**src/rtl/mau_pkg.sv**
```systemverilog
// Shared definitions for the memory access unit: access-size encodings,
// FSM state codes and the little-endian lane extract/merge helpers.
package mau_pkg;

    localparam logic [1:0] SZ_BYTE = 2'b00;
    localparam logic [1:0] SZ_HALF = 2'b01;
    localparam logic [1:0] SZ_WORD = 2'b10;

    localparam logic [1:0] ST_IDLE = 2'd0;
    localparam logic [1:0] ST_RD   = 2'd1;
    localparam logic [1:0] ST_WR   = 2'd2;
    localparam logic [1:0] ST_RESP = 2'd3;

    // Pull the addressed byte/half down to bit 0 and extend it.
    function automatic logic [31:0] lane_extract(input logic [31:0] word,
                                                 input logic [1:0]  size,
                                                 input logic [1:0]  lo,
                                                 input logic        sgn);
        logic [31:0] sh;
        sh = word >> {lo, 3'b000};
        case (size)
            SZ_BYTE: return {{24{sgn & sh[7]}},  sh[7:0]};
            SZ_HALF: return {{16{sgn & sh[15]}}, sh[15:0]};
            default: return word;
        endcase
    endfunction

    // Replace the addressed byte/half of word with the low bits of wdata.
    function automatic logic [31:0] lane_merge(input logic [31:0] word,
                                               input logic [31:0] wdata,
                                               input logic [1:0]  size,
                                               input logic [1:0]  lo);
        logic [31:0] mask;
        case (size)
            SZ_BYTE: mask = 32'h0000_00FF;
            SZ_HALF: mask = 32'h0000_FFFF;
            default: return wdata;
        endcase
        return (word & ~(mask << {lo, 3'b000})) | ((wdata & mask) << {lo, 3'b000});
    endfunction

endpackage

```
**src/rtl/mau_lane_align.sv**
```systemverilog
// Combinational lane alignment: extract/extend for load return and
// read-modify-write merge for sub-word stores, selected by size and lane.
module mau_lane_align
    import mau_pkg::*;
(
    input  logic [31:0] word_i,
    input  logic [31:0] wdata_i,
    input  logic [1:0]  size_i,
    input  logic [1:0]  lo_i,
    input  logic        sgn_i,
    output logic [31:0] ext_o,
    output logic [31:0] merged_o
);

    // Both views are derived from the same fetched word.
    always_comb begin
        ext_o    = lane_extract(word_i, size_i, lo_i, sgn_i);
        merged_o = lane_merge(word_i, wdata_i, size_i, lo_i);
    end

endmodule

```
**src/rtl/mem_access_unit.sv**
```systemverilog
// Load/store initiator for a word-only data memory. Sub-word stores use
// read-modify-write; loads return aligned and extended data.
// Optional: MAU_MISALIGN_TRAP_EN makes misaligned half/word accesses errors;
// otherwise the low address bits below the access size are ignored.
module mem_access_unit
    import mau_pkg::*;
#(
    parameter int DEPTH = 64,
    parameter int AW    = 6
) (
    input  logic        clk,
    input  logic        rst_n,
    input  logic        req_valid,
    output logic        req_ready,
    input  logic        req_we,
    input  logic [1:0]  req_size,
    input  logic        req_signed,
    input  logic [31:0] req_addr,
    input  logic [31:0] req_wdata,
    output logic        resp_valid,
    output logic [31:0] resp_rdata,
    output logic        resp_err,
    output logic [31:0] dm_addr,
    output logic [31:0] dm_wdata,
    output logic        dm_write,
    output logic        dm_read,
    input  logic [31:0] dm_rdata
);

    logic [1:0]  state_q, state_d;
    logic        req_ready_q, req_ready_d;
    logic        resp_valid_q, resp_valid_d;
    logic [31:0] resp_rdata_q, resp_rdata_d;
    logic        resp_err_q, resp_err_d;
    logic [31:0] dm_addr_q, dm_addr_d;
    logic [31:0] dm_wdata_q, dm_wdata_d;
    logic        dm_write_q, dm_write_d;
    logic        dm_read_q, dm_read_d;
    logic [1:0]  size_q, size_d;
    logic [1:0]  lo_q, lo_d;
    logic        sgn_q, sgn_d;
    logic        we_q, we_d;
    logic [31:0] wdata_q, wdata_d;

    logic          accept, req_err, mis_err;
    logic [AW-1:0] idx;
    logic [1:0]    lo_a;
    logic [31:0]   rd_ext, wr_merged;

    assign accept = req_valid && req_ready_q;
    assign idx    = req_addr[AW+1:2];

    // Lane within the word; sub-size bits are dropped so accesses stay aligned.
    always_comb begin
        case (req_size)
            SZ_BYTE: lo_a = req_addr[1:0];
            SZ_HALF: lo_a = {req_addr[1], 1'b0};
            default: lo_a = 2'b00;
        endcase
    end

    // Request rejection: out of range, reserved size, optionally misaligned.
    always_comb begin
`ifdef MAU_MISALIGN_TRAP_EN
        mis_err = ((req_size == SZ_HALF) && req_addr[0]) ||
                  ((req_size == SZ_WORD) && (|req_addr[1:0]));
`else
        mis_err = 1'b0;
`endif
        req_err = (|req_addr[31:AW+2]) ||
                  ({{(32-AW){1'b0}}, idx} >= 32'(DEPTH)) ||
                  (req_size == 2'b11) || mis_err;
    end

    mau_lane_align u_align (
        .word_i   (dm_rdata),
        .wdata_i  (wdata_q),
        .size_i   (size_q),
        .lo_i     (lo_q),
        .sgn_i    (sgn_q),
        .ext_o    (rd_ext),
        .merged_o (wr_merged)
    );

    // FSM next state and registered-output next values.
    always_comb begin
        state_d      = state_q;
        req_ready_d  = req_ready_q;
        resp_valid_d = resp_valid_q;
        resp_rdata_d = resp_rdata_q;
        resp_err_d   = resp_err_q;
        dm_addr_d    = dm_addr_q;
        dm_wdata_d   = dm_wdata_q;
        dm_write_d   = dm_write_q;
        dm_read_d    = dm_read_q;
        size_d       = size_q;
        lo_d         = lo_q;
        sgn_d        = sgn_q;
        we_d         = we_q;
        wdata_d      = wdata_q;
        case (state_q)
            ST_IDLE: if (accept) begin
                req_ready_d = 1'b0;
                size_d      = req_size;
                lo_d        = lo_a;
                sgn_d       = req_signed;
                we_d        = req_we;
                wdata_d     = req_wdata;
                if (req_err) begin
                    state_d      = ST_RESP;
                    resp_valid_d = 1'b1;
                    resp_err_d   = 1'b1;
                    resp_rdata_d = 32'h0;
                end else if (req_we && (req_size == SZ_WORD)) begin
                    state_d    = ST_WR;
                    dm_addr_d  = {{(32-AW){1'b0}}, idx};
                    dm_wdata_d = req_wdata;
                    dm_write_d = 1'b1;
                end else begin
                    state_d   = ST_RD;
                    dm_addr_d = {{(32-AW){1'b0}}, idx};
                    dm_read_d = 1'b1;
                end
            end
            ST_RD: begin
                dm_read_d = 1'b0;
                if (we_q) begin
                    state_d    = ST_WR;
                    dm_wdata_d = wr_merged;
                    dm_write_d = 1'b1;
                end else begin
                    state_d      = ST_RESP;
                    resp_valid_d = 1'b1;
                    resp_rdata_d = rd_ext;
                    resp_err_d   = 1'b0;
                end
            end
            ST_WR: begin
                state_d      = ST_RESP;
                dm_write_d   = 1'b0;
                resp_valid_d = 1'b1;
                resp_rdata_d = 32'h0;
                resp_err_d   = 1'b0;
            end
            default: begin
                state_d      = ST_IDLE;
                req_ready_d  = 1'b1;
                resp_valid_d = 1'b0;
                resp_rdata_d = 32'h0;
                resp_err_d   = 1'b0;
            end
        endcase
    end

    // State and output registers; reset aborts any access in flight.
    always_ff @(posedge clk or negedge rst_n) begin
        if (!rst_n) begin
            state_q      <= ST_IDLE;
            req_ready_q  <= 1'b1;
            resp_valid_q <= 1'b0;
            resp_rdata_q <= 32'h0;
            resp_err_q   <= 1'b0;
            dm_addr_q    <= 32'h0;
            dm_wdata_q   <= 32'h0;
            dm_write_q   <= 1'b0;
            dm_read_q    <= 1'b0;
            size_q       <= SZ_BYTE;
            lo_q         <= 2'b00;
            sgn_q        <= 1'b0;
            we_q         <= 1'b0;
            wdata_q      <= 32'h0;
        end else begin
            state_q      <= state_d;
            req_ready_q  <= req_ready_d;
            resp_valid_q <= resp_valid_d;
            resp_rdata_q <= resp_rdata_d;
            resp_err_q   <= resp_err_d;
            dm_addr_q    <= dm_addr_d;
            dm_wdata_q   <= dm_wdata_d;
            dm_write_q   <= dm_write_d;
            dm_read_q    <= dm_read_d;
            size_q       <= size_d;
            lo_q         <= lo_d;
            sgn_q        <= sgn_d;
            we_q         <= we_d;
            wdata_q      <= wdata_d;
        end
    end

    assign req_ready  = req_ready_q;
    assign resp_valid = resp_valid_q;
    assign resp_rdata = resp_rdata_q;
    assign resp_err   = resp_err_q;
    assign dm_addr    = dm_addr_q;
    assign dm_wdata   = dm_wdata_q;
    assign dm_write   = dm_write_q;
    assign dm_read    = dm_read_q;

endmodule

```
**config.mk**
```make
export PLATFORM = sky130hd
export DESIGN_NAME = mem_access_unit
export DESIGN_NICKNAME = d
export VERILOG_FILES = /design/src/rtl/mau_pkg.sv /design/src/rtl/mau_lane_align.sv /design/src/rtl/mem_access_unit.sv
export SDC_FILE = /design/constraint.sdc
export NUM_CORES = 1
export LEC_CHECK = 0
export ABC_AREA = 1
export CAP_MARGIN = 40
export CORE_UTILIZATION = 35
export DETAILED_ROUTE_END_ITERATION = 10
export PLACE_DENSITY_LB_ADDON = 0.15
export SYNTH_ARGS = -nofsm -noshare
export SYNTH_HDL_FRONTEND = slang
export SYNTH_SLANG_ARGS = --single-unit
```
**constraint.sdc**
```tcl
create_clock -name clk -period 3.3 [get_ports clk]
set_input_delay 0.33 -clock clk [delete_from_list [all_inputs] [get_ports clk]]
set_output_delay 0.33 -clock clk [all_outputs]
set_load 0.01 [all_outputs]
```
==> results of run 1 <==
==> synthesized netlist by cell type, types with 2 or more instances <==
cell	instances	area share, %
nand2_1	308	17
dfrtp_1	114	43
nand3_1	70	5.2
o21ai_0	67	5.0
inv_1	53	3.0
o21ai_1	39	2.9
a21oi_1	36	2.7
buf_4	32	3.6
nor2_1	24	1.3
clkbuf_1	22	1.2
buf_2	16	1.2
nand4_1	16	1.5
a21boi_1	14	1.6
a21boi_0	10	1.1
or2_2	10	0.94
o22ai_1	9	0.84
a22oi_1	8	0.90
nand3b_1	8	0.90
buf_6	6	1.0
inv_2	6	0.34
ha_1	4	0.75
nand3_2	4	0.60
nand2_2	3	0.28
o211ai_1	3	0.34
buf_1	2	0.11
nand3_4	2	0.52
nor2_8	2	0.60
or2_0	2	0.19
or2_1	2	0.19
==> worst paths after layout <==
path | from | endpoint | slack, ns | depth (start not counted)
min reg2reg | dm_addr[4]$_DFFE_PN0P_ | dm_addr[4]$_DFFE_PN0P_ | 0.47 | 2
max reg2reg | state_q[1]$_DFFE_PN0N_ | dm_wdata[22]$_DFFE_PN0P_ | 0.88 | 8
max in group asynchronous | rst_n | req_ready$_DFFE_PN1P_ | 2.01 | 3
min | req_addr[5] | dm_addr[3]$_DFFE_PN0P_ | 0.45 | 3
max | state_q[1]$_DFFE_PN0N_ | dm_wdata[22]$_DFFE_PN0P_ | 0.88 | 8
min in group asynchronous | rst_n | resp_rdata[10]$_DFFE_PN0P_ | 0.50 | 2
==> metal layers <==
layer | wire length, um | track usage, % | vias to the layer above
met3 | 1390 | 5.68 | 29
met1 | 10200 | 31.7 | 3040
met4 | 366 | 6.59 | 0
li1 | - | - | 3189
met2 | 9290 | 33.3 | 227
met5 | 0 | 0 | -
==> cell families after synthesis <==
group	count (synthesis)	share of synthesized area [%]
adders and majority gates	4	0.749
DFF	115	43.1
other	1	0.0561
buffers and inverters	138	10.6
and+or+nand+nor	454	29.9
AOI/OAI and AO/OA	188	15.6
==> through the flow <==
step	instance area, um^2	std cells	util (%)	worst slack (ns)
final	9010	1297	48.2	0.876
after global routing	9010	1297	48.2	0.607
after CTS	9010	1297	48.2	0.861
after detailed placement	8430	1265	45.1	0.791
after global placement	8430	1265	45.1	0.840
after floorplan	6780	925	-	1.59
==> layout make-up <==
type / count / area [um^2] / share of cell area (%)
Clock buffer: 20 / 467 / 5.18
Tap cell: 234 / 293 / 3.25
Timing Repair Buffer: 185 / 1840 / 20.5
Clock inverter: 11 / 106 / 1.18
Inverter: 60 / 228 / 2.53
Multi-Input combinational cell: 672 / 3200 / 35.5
Sequential cell: 115 / 2880 / 31.9
==> state kept, by name (all words and copies together), names as in the netlist <==
name	cells
resp_valid	1
resp_rdata	32
lo_q	2
wdata_q	32
req_ready	1
dm_write	1
dm_wdata	32
dm_addr	6
state_q	2
resp_err	1
sgn_q	1
size_q	2
dm_read	1
we_q	1
==> report_power, final <==
part           internal (W)  switching [W]
registers           0.00203       0.000402
logic               0.00162        0.00242
clock network       0.00109       0.000685
total               0.00474        0.00351
==> worst max-delay path: cells and delay by family, from the launching register on <==
family	cells	cell delay, ns
DFF	1	0.37
adders and majority gates	1	0.24
AOI/OAI and AO/OA	1	0.08
and+or+nand+nor	3	0.93
buffers and inverters	3	0.61
==> impl_metrics.csv, run 1 <==
group,metric,value,unit
sta,setup_viol,0,
sta,max_slew_margin,48.4,%
critical_path,cp.required,3.57,ns
die,num_rows,50,
min_path,hp-class,"input port to register",
grt,globalRouteOverflowTotal,0,
logic_synthesis,syn_avg_cell_area,7.43,um^2
clocking,clockBufferDepth,2,
die,die_area,19700,um^2
routing,ant_nets,0,
finish,layout_commonest_cell,"nand2_1",
clocking,clk_latency,0.42,ns
clocking,post_cts_resize_count,0,
sta,fin_crit,2.42,ns
routing,wl_per_cell,16.4,um
critical_path,critPathKind,"register to register",
logic_synthesis,syn-cell-area,6690,um^2
sta,hold_viol,0,
logic_synthesis,synth.distinct_cells,37,
run_status,status,"finished clean",
finish,final_cell_mix,"nand2_1, clkdlybuf4s50_1, dfrtp_1",
sta,clock_skew,0.0110,ns
finish,antenna_cells,0,
logic_synthesis,synth_edf_count,0,
placed_design,hpwl,15.6,mm
die,core,18700,um^2
logic_synthesis,synth_warnings,0,
clocking,htreeDepth,4,
die,die_x,140,um
critical_path,cpMostUsedCell,"inv_1",
finish,area_growth,34.8,%
placed_design,globalplace.congestion,0.934,
critical_path,critPathSlowestCell,"nand3_4",
grt,grt_max_degree,71,
sta,finalSetupTns,0,ns
critical_path,arrival,2.70,ns
routing,drtPass1Iterations,5,
die,ioPinCount,204,
grt,grt_pass1_vias,6238,
critical_path,cp_max_fo,64,
critical_path,max_stage_delay,0.51,ns
sta,slew_viol_final,0,
clocking,cts_setup_buffers,0,
finish,drive_gt1_share,6.77,%
clocking,cts_sinks,115,
grt,antenna_found_initial,0,
placed_design,numPortBuffers,177,
logic_synthesis,yosysSeqAreaShare,43.1,%
routing,viasPerCell,5.00,
routing,vias,6485,
sta,post-route-period-util,73.5,%
finish,fillers,1882,
sta,worstMarginPinSlew,0.772,ns
die,start_util,35.7,%
sta,rsz0062_at_grt,"false",
clocking,cts_tree,"done",
critical_path,crit_chain,"inv_1 > ha_1 > inv_2 > nor2_1 > inv_1 > nand3_4 > nand2_1 > o21ai_1",
critical_path,start_kind,"register",
sta,max_freq,412,MHz
clocking,postCtsHoldBufs,1,
power_and_ir_drop,ir_drop,0.407,mV
clocking,cts_root_buffer,"clkbuf_16",
routing,drc_errors,0,
sta,whs,0.448,ns
grt,grt_pass1_wl,33.9,mm
die,die_h,140,um
power_and_ir_drop,p_per_area,916,nW/um^2
power_and_ir_drop,p_leak,4.13,nW
critical_path,crit_path_end_kind,"register",
clocking,cts-buffers-inserted,17,
finish,fin_nets,1158,
logic_synthesis,async_flop_share,100,%
logic_synthesis,synth.ff_latch_count,115,
routing,drt_iter0_drc,498,
logic_synthesis,synth_cells,900,
grt,grtUsageTotal,22.3,%
flow_run,drv_cap,0,
clocking,path_clk_slew,0.06,ns
power_and_ir_drop,p_total,0.00825,W
logic_synthesis,synth_flop_cell,"dfrtp_1",
routing,totalWireLength,21.2,mm
(Power assumes the default switching activity.)
==> run 2: changes to the inputs <==
Clock period 3.3 ns to 2.4 ns, I/O delays scaled along.
==> run 2 against run 1 <==
Clock power increased by 60%. Worst setup slack got worse by 0.49 ns. Final area increased by 2.3%. Combinational power increased by 43%. Worst hold slack got worse by 0.24 ns. Clock-buffer cell count increased by 1. Clock skew decreased by 0.0025 ns. Die area unchanged. Wire length decreased by 0.39%. Final cell count increased by 0.85%. Sequential power increased by 36%. Largest power group unchanged.
==> impl_metrics.csv, run 2 (same netlist as run 1, synthesis figures left out) <==
group,metric,value,unit
run_status,status,"finished clean",
finish,fin_util,49.3,%
finish,antenna_cells,0,
routing,drtPass1Iterations,5,
min_path,hp-class,"input port to asynchronous set/reset pin",
routing,wl_per_cell,16.2,um
critical_path,crit_start,"state_q[0]$_DFFE_PN0N_",
die,ioPinCount,204,
die,core,18700,um^2
critical_path,crit_chain,"inv_1 > ha_1 > inv_4 > nor2_8 > inv_2 > o21ai_2 > nand3_4 > buf_4 > o21ai_1",
die,die_x,140,um
clocking,cts_setup_buffers,0,
sta,hold_viol,0,
placed_design,numPortBuffers,177,
clocking,clk_latency,0.42,ns
critical_path,r2r_slack,0.39,ns
die,num_rows,50,
routing,ant_nets,0,
finish,layout_commonest_cell,"nand2_1",
critical_path,crit_path_end_kind,"register",
sta,max_slew_margin,59.2,%
critical_path,r2r_cells,9,
routing,viasPerCell,4.91,
power_and_ir_drop,p_total,0.0119,W
sta,clock_skew,0.00851,ns
power_and_ir_drop,internal_power,0.00712,W
placed_design,hpwl,15.5,mm
clocking,cts_sinks,115,
sta,slew_viol_final,0,
die,die_h,140,um
sta,whs,0.207,ns
placed_design,globalplace.congestion,0.916,
grt,grt_pass1_wl,33.9,mm
power_and_ir_drop,p_leak,4.27,nW
critical_path,r2r_start,"state_q[0]$_DFFE_PN0N_",
power_and_ir_drop,sw_frac_of_total,40.2,%
clocking,htreeDepth,4,
clocking,cts_root_buffer,"clkbuf_16",
critical_path,arrival,2.29,ns
power_and_ir_drop,power.share.clock,23.7,%
placed_design,dp.cells,1277,
critical_path,critPathSlowestCell,"buf_4",
routing,totalWireLength,21.2,mm
critical_path,max_stage_delay,0.47,ns
sta,post-route-period-util,83.8,%
critical_path,cp.required,2.68,ns
die,start_util,35.7,%
routing,vias,6425,
finish,drive_gt1_share,7.73,%
sta,fin_crit,2.01,ns
finish,final_cell_mix,"nand2_1, clkdlybuf4s50_1, dfrtp_1",
finish,area_growth,37.9,%
power_and_ir_drop,combPwrFrac,48.6,%
grt,globalRouteOverflowTotal,0,
grt,grtUsageTotal,22.5,%
critical_path,critPathKind,"register to register",
die,die_area,19700,um^2
routing,drc_errors,0,
grt,grt_pass1_vias,6174,
sta,worstMarginPinSlew,0.612,ns
power_and_ir_drop,p_sw,0.00479,W
sta,max_freq,497,MHz
grt,grt_max_degree,104,
finish,fillers,1829,
finish,fin_nets,1170,
critical_path,start_kind,"register",
critical_path,r2r-end,"dm_wdata[11]$_DFFE_PN0P_",
clocking,post_cts_resize_count,0,
clocking,path_clk_slew,0.05,ns
flow_run,drv_cap,0,
clocking,clockBufferDepth,2,
clocking,cts_tree,"done",
routing,drt_iter0_drc,418,
sta,rsz0062_at_grt,"false",
grt,antenna_found_initial,0,
critical_path,cp_max_fo,64,
power_and_ir_drop,seq_power_share,27.7,%
sta,finalSetupTns,0,ns
clocking,cts-buffers-inserted,17,
sta,setup_viol,0,
power_and_ir_drop,p_per_area,1290,nW/um^2
finish,stdcell_count,1308,
power_and_ir_drop,ir_drop,0.714,mV
critical_path,crit_end,"dm_wdata[11]$_DFFE_PN0P_",
run 2: cell types whose count changed in the layout (fill, tap and decap cells not counted), sizes merged:
cell      previous run  this run
buf                  8        20
bufinv               1         5
clkinvlp             9         1
clkinv               1         3
clkbuf              20        21
run 2: layout make-up:
class                      count  area (um^2)  area share [%]
clock inverter                 9          176            1.91
timing repair buffer         197         1970            21.4
tap                          234          293            3.17
sequential                   115         2880            31.2
inverter                      60          228            2.47
multi-input combinational    672         3200            34.6
clock buffer                  21          480            5.21
run 2: metal layers:
layer	wire length (um)	share of wire (%)	GRT usage, %
met3	1290	6.1	4.72
met1	10300	49	32.6
met2	9170	43	33.1
met5	0	0	0
met4	353	1.7	7.52
run 2: worst max-delay path: cells and delay by family, from the launching register on:
family / cells / cell delay [ns]
buffers and inverters: 4 / 0.80
flip-flops: 1 / 0.39
AO/OA/AOI/OAI: 2 / 0.26
adder cells (fa/ha/maj): 1 / 0.24
AND/OR/NAND/NOR: 2 / 0.13
run 2: per-stage QoR:
stage	instance area [um^2]	setup WS (ns)
after CTS	9220	0.342
after floorplan	6780	0.686
after global placement	8560	0.250
after detailed placement	8560	0.167
final	9220	0.390
after global routing	9220	0.150
run 2: power by group through the flow:
stage | logic, W | registers [W] | clock network [W]
after floorplan | 0.00343 | 0.00343 | 0
after global placement | 0.00574 | 0.00332 | 0
after detailed placement | 0.00581 | 0.00332 | 0
after CTS | 0.00583 | 0.00331 | 0.00287
after global routing | 0.00647 | 0.00341 | 0.00296
final | 0.00579 | 0.00330 | 0.00283
run 2: repair_timing:
item / 4_1_cts / 5_1_grt
endpoints found under the setup margin: 0 / 0
endpoints found under the hold margin: 12 / 0
hold buffers: 1 / 0
run 2: worst min path at each step:
| stage | depth (start not counted) | to | slack (ns) | startpoint |
|---|---|---|---|---|
| final | 2 | resp_rdata[18]$_DFFE_PN0P_ | 0.21 | rst_n |
| after global placement | 1 | resp_rdata[10]$_DFFE_PN0P_ | 0.10 | rst_n |
| after floorplan | 0 | dm_addr[0]$_DFFE_PN0P_ | -0.06 | rst_n |
| after global routing | 2 | resp_rdata[10]$_DFFE_PN0P_ | 0.22 | rst_n |
| after detailed placement | 1 | resp_rdata[18]$_DFFE_PN0P_ | 0.10 | rst_n |
| after CTS | 2 | resp_rdata[18]$_DFFE_PN0P_ | 0.21 | rst_n |
